<file path="config.mk">
export PLATFORM = sky130hd
export DESIGN_NAME = hub75_scan_ctrl
export DESIGN_NICKNAME = d
export VERILOG_FILES = /design/src/rtl/hub75_pkg.sv /design/src/rtl/hub75_bcm_timer.sv /design/src/rtl/hub75_scan_ctrl.sv
export SDC_FILE = /design/constraint.sdc
export NUM_CORES = 1
export LEC_CHECK = 0
export ABC_AREA = 0
export CORE_MARGIN = 2
export CORE_UTILIZATION = 48
export DETAILED_ROUTE_END_ITERATION = 12
export GPL_TIMING_DRIVEN = 0
export HOLD_SLACK_MARGIN = 0.02
export PLACE_DENSITY = 0.81
export SYNTH_ARGS = -nofsm -noshare
export SYNTH_HDL_FRONTEND = slang
export SYNTH_SLANG_ARGS = --single-unit
</file>
<file path="constraint.sdc">
create_clock -name clk -period 2.3 [get_ports clk]
set_input_delay 0.23 -clock clk [delete_from_list [all_inputs] [get_ports clk]]
set_output_delay 0.23 -clock clk [all_outputs]
set_load 0.01 [all_outputs]
</file>
<file path="src/rtl/hub75_pkg.sv">
// Shared types, default geometry and helpers for the HUB75 scan controller.
package hub75_pkg;

  typedef enum logic [2:0] {
    ST_IDLE,
    ST_PREFETCH,
    ST_SHIFT,
    ST_BLANK,
    ST_LATCH,
    ST_DISPLAY
  } state_t;

  localparam int DEF_COLS     = 64;
  localparam int DEF_ROW_BITS = 5;
  localparam int DEF_BCM_BITS = 3;
  localparam int DEF_BASE_ON  = 8;

  localparam int COL_W        = $clog2(DEF_COLS);
  localparam int PLANE_W      = (DEF_BCM_BITS > 1) ? $clog2(DEF_BCM_BITS) : 1;
  localparam int SHIFT_CYCLES = 2 * DEF_COLS;

  // A single bit-plane still needs a one-bit plane index.
  function automatic int plane_width(input int bcm_bits);
    return (bcm_bits > 1) ? $clog2(bcm_bits) : 1;
  endfunction

  function automatic int on_cycles(input int base_on, input int plane);
    return base_on << plane;
  endfunction

endpackage

</file>
<file path="src/rtl/hub75_bcm_timer.sv">
// BCM on-time counter for one row-plane; with HUB75_BRIGHTNESS_EN it also gates NOE by a 4-bit pwm.
module hub75_bcm_timer
  import hub75_pkg::*;
#(
  parameter int BCM_BITS = DEF_BCM_BITS,
  parameter int BASE_ON  = DEF_BASE_ON,
  parameter int PW       = 1
) (
  input  logic          clk,
  input  logic          rst,
  input  logic          load,
  input  logic          run,
  input  logic [PW-1:0] plane,
`ifdef HUB75_BRIGHTNESS_EN
  input  logic [3:0]    brightness,
`endif
  output logic          done,
  output logic          on
);

  localparam int CNT_W = $clog2(on_cycles(BASE_ON, BCM_BITS - 1) + 1);

  logic [CNT_W-1:0] cnt_reg;

  // Loaded with N-1 so the display window ends on the cycle the count reads zero.
  always_ff @(posedge clk or posedge rst) begin
    if (rst) begin
      cnt_reg <= '0;
    end else if (load) begin
      cnt_reg <= CNT_W'(on_cycles(BASE_ON, int'(plane)) - 1);
    end else if (run && cnt_reg != '0) begin
      cnt_reg <= cnt_reg - 1'b1;
    end
  end

  assign done = (cnt_reg == '0);

`ifdef HUB75_BRIGHTNESS_EN
  logic [3:0] pwm_reg;
  logic [3:0] bright_reg;

  always_ff @(posedge clk or posedge rst) begin
    if (rst) begin
      pwm_reg    <= '0;
      bright_reg <= '0;
    end else if (load) begin
      pwm_reg    <= '0;
      bright_reg <= brightness;
    end else if (run) begin
      pwm_reg    <= pwm_reg + 1'b1;
    end
  end

  assign on = (pwm_reg <= bright_reg);
`else
  assign on = 1'b1;
`endif

endmodule

</file>
<file path="src/rtl/hub75_scan_ctrl.sv">
// HUB75 64x64 1/32-scan sequencer: fetch bit-planes, shift, latch, BCM display per row-plane.
// Define HUB75_BRIGHTNESS_EN to add the brightness[3:0] input that gates NOE with a pwm.
module hub75_scan_ctrl
  import hub75_pkg::*;
#(
  parameter int COLS     = DEF_COLS,
  parameter int ROW_BITS = DEF_ROW_BITS,
  parameter int BCM_BITS = DEF_BCM_BITS,
  parameter int BASE_ON  = DEF_BASE_ON
) (
  input  logic                              clk,
  input  logic                              rst,
  input  logic                              en,
`ifdef HUB75_BRIGHTNESS_EN
  input  logic [3:0]                        brightness,
`endif
  output logic                              fb_rd_en,
  output logic [ROW_BITS-1:0]               fb_row,
  output logic [$clog2(COLS)-1:0]           fb_col,
  output logic [plane_width(BCM_BITS)-1:0]  fb_plane,
  input  logic [5:0]                        fb_rd_data,
  output logic                              LP_CLK,
  output logic                              LATCH,
  output logic                              NOE,
  output logic [ROW_BITS-1:0]               ROW,
  output logic [2:0]                        RGB0,
  output logic [2:0]                        RGB1,
  output logic                              frame_done
);

  localparam int CW = $clog2(COLS);
  localparam int PW = plane_width(BCM_BITS);
  localparam logic [CW-1:0] LAST_COL   = CW'(COLS - 1);
  localparam logic [PW-1:0] LAST_PLANE = PW'(BCM_BITS - 1);

  state_t              state_reg, state_next;
  logic [ROW_BITS-1:0] row_reg, row_next;
  logic [PW-1:0]       plane_reg, plane_next;
  logic [CW-1:0]       col_reg, col_next;
  logic                ph_reg, ph_next;

  logic                rd_en_next, lp_next, latch_next, noe_next, frame_next;
  logic [ROW_BITS-1:0] fb_row_next, row_out_next;
  logic [CW-1:0]       fb_col_next;
  logic [PW-1:0]       fb_plane_next;
  logic [2:0]          rgb0_next, rgb1_next;

  logic                timer_load, timer_done, timer_on, in_display;

  assign in_display = (state_reg == ST_DISPLAY);

  hub75_bcm_timer #(
    .BCM_BITS (BCM_BITS),
    .BASE_ON  (BASE_ON),
    .PW       (PW)
  ) u_timer (
    .clk        (clk),
    .rst        (rst),
    .load       (timer_load),
    .run        (in_display),
    .plane      (plane_reg),
`ifdef HUB75_BRIGHTNESS_EN
    .brightness (brightness),
`endif
    .done       (timer_done),
    .on         (timer_on)
  );

  always_comb begin
    state_next    = state_reg;
    row_next      = row_reg;
    plane_next    = plane_reg;
    col_next      = col_reg;
    ph_next       = ph_reg;
    timer_load    = 1'b0;
    rd_en_next    = 1'b0;
    fb_row_next   = fb_row;
    fb_col_next   = fb_col;
    fb_plane_next = fb_plane;
    lp_next       = 1'b0;
    latch_next    = 1'b0;
    noe_next      = 1'b1;
    row_out_next  = ROW;
    rgb0_next     = RGB0;
    rgb1_next     = RGB1;
    frame_next    = 1'b0;

    case (state_reg)
      ST_IDLE: begin
        if (en) begin
          state_next = ST_PREFETCH;
          row_next   = '0;
          plane_next = '0;
          col_next   = '0;
          ph_next    = 1'b0;
        end
      end
      ST_PREFETCH: state_next = ST_SHIFT;
      ST_SHIFT: begin
        // Data lands while LP_CLK is low; the clock rises a cycle later on stable data.
        if (!ph_reg) begin
          {rgb1_next, rgb0_next} = fb_rd_data;
          ph_next = 1'b1;
          if (col_reg != LAST_COL) begin
            rd_en_next  = 1'b1;
            fb_col_next = col_reg + 1'b1;
          end
        end else begin
          lp_next = 1'b1;
          ph_next = 1'b0;
          if (col_reg == LAST_COL) begin
            state_next = ST_BLANK;
            col_next   = '0;
          end else begin
            col_next = col_reg + 1'b1;
          end
        end
      end
      ST_BLANK: state_next = ST_LATCH;
      ST_LATCH: begin
        latch_next   = 1'b1;
        row_out_next = row_reg;
        timer_load   = 1'b1;
        state_next   = ST_DISPLAY;
      end
      ST_DISPLAY: begin
        noe_next = ~timer_on;
        if (timer_done) begin
          if (plane_reg == LAST_PLANE) begin
            plane_next = '0;
            row_next   = row_reg + 1'b1;
            frame_next = (row_reg == '1);
          end else begin
            plane_next = plane_reg + 1'b1;
          end
          col_next   = '0;
          ph_next    = 1'b0;
          state_next = en ? ST_PREFETCH : ST_IDLE;
        end
      end
      default: state_next = ST_IDLE;
    endcase

    // Column 0 is requested on PREFETCH entry so its data is ready for the first shift phase.
    if (state_next == ST_PREFETCH) begin
      rd_en_next    = 1'b1;
      fb_col_next   = '0;
      fb_row_next   = row_next;
      fb_plane_next = plane_next;
    end
  end

  always_ff @(posedge clk or posedge rst) begin
    if (rst) begin
      state_reg  <= ST_IDLE;
      row_reg    <= '0;
      plane_reg  <= '0;
      col_reg    <= '0;
      ph_reg     <= 1'b0;
      fb_rd_en   <= 1'b0;
      fb_row     <= '0;
      fb_col     <= '0;
      fb_plane   <= '0;
      LP_CLK     <= 1'b0;
      LATCH      <= 1'b0;
      NOE        <= 1'b1;
      ROW        <= '0;
      RGB0       <= '0;
      RGB1       <= '0;
      frame_done <= 1'b0;
    end else begin
      state_reg  <= state_next;
      row_reg    <= row_next;
      plane_reg  <= plane_next;
      col_reg    <= col_next;
      ph_reg     <= ph_next;
      fb_rd_en   <= rd_en_next;
      fb_row     <= fb_row_next;
      fb_col     <= fb_col_next;
      fb_plane   <= fb_plane_next;
      LP_CLK     <= lp_next;
      LATCH      <= latch_next;
      NOE        <= noe_next;
      ROW        <= row_out_next;
      RGB0       <= rgb0_next;
      RGB1       <= rgb1_next;
      frame_done <= frame_next;
    end
  end

endmodule

</file>
After elaboration in Yosys (flattened, before gate mapping)
Cells that the tools add are included.
{ "totals": {"regBits": 52, "input_bits": 9, "output_inout_bits": 29, "wordCells": 90} }
{ "op_classes": {"add_sub_neg": 5, "eq_ne": 14, "shifts": 1, "mux": 40, "bitwise_logic": 1, "n_reduce_logical": 12} }
{ "ops": {"columns": ["op", "count"], "rows": [
  ["6-bit 2-to-1 mux", 10],
  ["3-bit case mux with 6 select lines", 1],
  ["6-bit case mux with 3 select lines", 1],
  ["1-bit 2-to-1 mux", 15],
  ["5-bit 2-to-1 mux", 3],
  ["3-bit 2-to-1 mux", 4],
  ["5-bit case mux with 2 select lines", 1],
  ["6-bit by 1-bit adder with 6-bit output, second input constant", 1],
  ["3-bit by 1-bit equality test with 1-bit output, second input constant", 2],
  ["3-bit by 2-bit equality test with 1-bit output, second input constant", 2],
  ["3-bit equality test, second input constant", 2],
  ["6-bit equality test, second input constant", 1],
  ["6-bit zero test", 1],
  ["2-bit 2-to-1 mux", 3],
  ["2-bit inequality test, second input constant", 3],
  ["6-bit inequality test, second input constant", 1],
  ["3-bit AND reduction", 2],
  ["2-bit nonzero test", 3],
  ["6-bit nonzero test", 1],
  ["4-bit by 2-bit << shifter with 6-bit output, first input constant", 1],
  ["6-bit by 1-bit subtractor with 6-bit output, second input constant", 1],
  ["6-bit by 2-bit subtractor with 6-bit output, second input constant", 1],
  ["5-bit by 1-bit adder with 5-bit output, second input constant", 1],
  ["5-bit equality test, second input constant", 1],
  ["11 further kinds", 11]
]} }

Depth between registers and ports, before layout
{ "logic_depth": {"word_depth": 7, "ltp_mapped": 8, "ltp_nobuf": 7} }

Hierarchy
From an unflattened synthesis, not the netlist that was laid out.
{ "unflattened": {"hier_cells": 210, "area_unflattened_um2": 2444.8} }
{ "modules_own_cells": {"columns": ["mod", "n_inst", "cells_per_inst", "area_per_inst_um2", "seq_area_each_um2"], "rows": [
  ["hub75_scan_ctrl", 1, 165, 2049.5, 1152.4],
  ["hub75_bcm_timer", 1, 45, 395.4, 150.1]
]} }

Least setup slack after synthesis
Ideal clock, no wire load.
{ "synth_timing": {"path_kind": "reg2reg", "start": "register u_timer.cnt_reg[3]", "end": "register fb_row[0]", "setup_ns": 0.125, "t_arrival_ns": 2.103, "t_required_ns": 2.175, "slack_ns": 0.073, "stages_incl_launch_ff": 7, "path_buffers": 2, "synth_period_minus_slack_ns": 2.227, "cell_sequence": "dfrtp_1 or3_1 buf_2 o31a_1 a311oi_4 buf_4 mux2_2"} }
{ "synth_between": {"elab_chain_len": 4, "word_cells_on_any_way": 6, "classes_between": "eq/ne (1); mux (4); reduce/logical (1)"} }
{ "synth_rtl": {"columns": ["item", "line", "text"], "rows": [
  ["from (decl)", "hub75_bcm_timer.sv:23", "logic [CNT_W-1:0] cnt_reg;"],
  ["from (signal assigned)", "hub75_bcm_timer.sv:30", "cnt_reg <= CNT_W'(on_cycles(BASE_ON, int'(plane)) - 1);"],
  ["from (signal assigned)", "hub75_bcm_timer.sv:32", "cnt_reg <= cnt_reg - 1'b1;"],
  ["6-bit zero test (*)", "hub75_bcm_timer.sv:36", "assign done = (cnt_reg == '0);"],
  ["3-bit 2-to-1 mux", "hub75_scan_ctrl.sv:128", "if (timer_done) begin"],
  ["3-bit case mux with 6 select lines", "hub75_scan_ctrl.sv:88", "case (state_reg)"],
  ["3-bit by 1-bit equality test with 1-bit output", "hub75_scan_ctrl.sv:145", "if (state_next == ST_PREFETCH) begin"],
  ["to (signal assigned)", "hub75_scan_ctrl.sv:178", "fb_row <= fb_row_next;"],
  ["to (decl)", "hub75_scan_ctrl.sv:18", "output logic [ROW_BITS-1:0] fb_row,"]
]} }
Mark *: on every way between the ends. The rest lies on a longest branch, timed or not.
A chain may end at the register's enable or synchronous reset.

Worst setup path in the final report
{ "layout_timing": {"start": "register u_timer.cnt_reg[3]", "end": "register fb_row[3]"} }
{ "layout_between": {"word_cells_on_any_way": 6, "classes_between": "eq/ne (1); mux (4); reduce/logical (1)"} }
{ "layout_rtl": {"columns": ["item", "line", "text"], "rows": [
  ["6-bit zero test", "hub75_bcm_timer.sv:36", null],
  ["5-bit 2-to-1 mux", "hub75_scan_ctrl.sv:128", null],
  ["5-bit case mux with 2 select lines", "hub75_scan_ctrl.sv:88", null],
  ["named net row_next[3]", "hub75_scan_ctrl.sv:37", "logic [ROW_BITS-1:0] row_reg, row_next;"]
]} }
The timed path passes the listed nets, and every way through them passes these cells.

==> results.toml <==
[drt]
via_per_inst = 5.52
firstDrtPassIters = 5
ant_nets = 0
wl_per_cell_um = 14.3
drt_iter0_markers = 166
wirelength_um = 4730
vias = 1823
drc = 0

[finish]
final_cell_mix = "dfrtp_1 (51), clkdlybuf4s50_1 (37), nand2_1 (20)"
postLayoutCellArea_um2 = 3000
final_common_cell = "dfrtp_1"
nets = 276
final_layout_size_suffix_gt1_frac = 0.179
insertedDiodeCount = 0
final_util = 0.631
nFillCells = 406
syn2layout_area_growth_pct = 25.8

[clock_tree]
cts.clk_slew.worst_paths_ps = 90
cts_buffer_depth = 2
cts_root_buf = "clkbuf_8"
numCtsBuffers = 5
htreeDepth = 2
cts_tree = "yes"
clock_sinks = 52
ctsHoldBuffers = 0
clock_latency_ps = 310

[critical_path]
cpMostUsedCell = "or4_4"
r2r_slack_ps = 60
endpoint = "fb_row[3]"
cp_max_fo = 6
critPathKind = "reg -> reg"
r2r_end = "fb_row[3]"
critical-path-max-stage-delay_ps = 500
r2r_start = "u_timer.cnt_reg[3]"
cp-start-kind = "flop"
crit_slowest_cell = "or4_4"
crit_chain = "or3_1, buf_2, or4_4, or4_4, nand3_2, mux2_1"
worst_ep_required_time_ps = 2550
r2r_cells = 6
arrival_ps = 2480
crit_path_start = "u_timer.cnt_reg[3]"
end_kind = "flop"

[yosys]
syn_avg_cell_area_um2 = 11.0
synth_seq_area_share = 0.546
yosysWarningCount = 0
netlist_area_um2 = 2390
yosysTopAreaCellShare = 0.535
syn_nets = 230
yosysUniqueCellTypes = 46
synth-seq-cells = 52
synth_edf_count = 0
postSynthCellCount = 216
synth_largest_area_cell = "dfrtp_1"
synth_area_leaders = "dfrtp_1 (53%), mux2_2 (8.0%), o21ai_0 (3.6%)"
async_reset_ff_frac = 1.00
synth_ff_type = "dfrtp_1"

[power_and_ir_drop]
ir_drop_v = 0.000460
leakage_nw = 1.30
total_power_mw = 1.52
powerDensity_nw_per_um2 = 507

[timing]
fin_worst_skew_ps = 4.85
rsz0062_at_grt = "no"
hold_viol_final = 0
drv_slew = 0
fin_crit_sh = 0.972
slew_headroom = 0.630
setup_viol = 0
post-route-min-period_ps = 2240
worst_slew_pin_slew_ps = 555
clock.fmax_mhz = 447

[floorplanning]
rows = 25
dieArea_um2 = 5550
io_pins = 38
core_area_um2 = 4750
die_h_um = 74.5
die_x_um = 74.5
start_util = 0.502

[global_routing]
grt-ovfl-total = 0
grt_pass1_vias = 1787
antenna_found_initial = 0
grt_pass1_wl_um = 8070
grtUsageTotal = 0.189
grt_max_degree = 39

[flow_run]
drv_cap = 0

[placed_design]
dpl-instance-area_um2 = 2860
portBuffers = 37
finalWeightedCongestion = 0.810
place_hpwl_um = 3400

[worst_hold_path]
hold_path_class = "in -> async"

[run_status]
outcome = "complete, no violations"
## critical path: cells and delay by family, from the launching register on
| kind | cells | cell delay [ps] |
|---|---|---|
| simple gates | 4 | 1450 |
| flops | 1 | 420 |
| buf+inv | 1 | 170 |
| mux | 1 | 130 |
## layer usage
layer  global-route usage  wire (um)
met1                0.254       2130
met5                    0          0
met2                0.301       2310
met4               0.0635         82
met3               0.0501        201
## stage by stage
stage / setup WS, ps / TNS, ps / instances / hold slack, ps
floorplan: 72.6 / 0 / 216 / 382
global placement: -138 / -7370 / 320 / 475
detailed placement: -143 / -484 / 321 / 497
CTS: -75.8 / -226 / 329 / 199
global route: 2.08 / 0 / 330 / 234
finish: 64.5 / 0 / 330 / 196
## cells in the mapped netlist, types with 2 or more instances
library cell and number:
a31oi_1 2, xnor2_1 3, a22oi_1 2, mux2_2 17
nor2b_1 2, or4_4 2, o21ai_0 17, clkbuf_1 3
dfrtp_1 51, a211oi_1 3, nor2_1 18, inv_1 7
nor3_1 3, a22o_1 3, nand3_1 10, or3b_2 3
ha_1 5, nand2b_1 4, xor2_1 4, and3_1 4
a21oi_1 7, nand2_1 20, buf_2 3
## power by group
part           leakage (nW)  internal, mW  total, mW  switching, mW
sequential            0.627         0.919      0.921        0.00271
combinational         0.617        0.0291     0.0560         0.0269
clock                0.0516         0.246      0.543          0.297
total                  1.30          1.19       1.52          0.327
## logic make-up (layout without fill, tap and decap cells)
| family | after synthesis | count (layout) | share of synthesized area |
|---|---|---|---|
| compound gates | 44 | 44 | 0.124 |
| simple gates | 75 | 75 | 0.167 |
| fa+ha+maj | 5 | 5 | 0.0262 |
| flops | 52 | 52 | 0.546 |
| mux | 18 | 18 | 0.0849 |
| buf+inv | 15 | 62 | 0.0267 |
| xor+xnor | 7 | 7 | 0.0257 |
## timing repair
item | 4_1_cts | 5_1_grt
pin swaps | 1 | 1
setup buffers | 0 | 1
endpoints found under the setup margin | 7 | 16
resized for setup | 2 | 8
cloned | 0 | 0
## worst min path at each step
stage                        from          to  slack, ps  cells after the start
floorplan           fb_rd_data[0]     RGB0[0]        380                      1
global placement        fb_row[3]   fb_row[3]        480                      1
detailed placement        RGB0[2]     RGB0[2]        500                      1
CTS                           rst     RGB0[0]        200                      2
global route                  rst     RGB0[1]        230                      2
finish                        rst  col_reg[3]        200                      2
## cell type report
type	instances	area [um^2]	area share
clock inverters	2	13.8	0.00459
inverters	7	26.3	0.00875
plain buffers	8	42.5	0.0142
clock buffers	6	82.6	0.0275
flip-flops and latches	52	1300	0.434
multi-input cells	149	1050	0.351
repair buffers	39	398	0.133
well taps	67	83.8	0.0279
(Power assumes the default switching activity.)
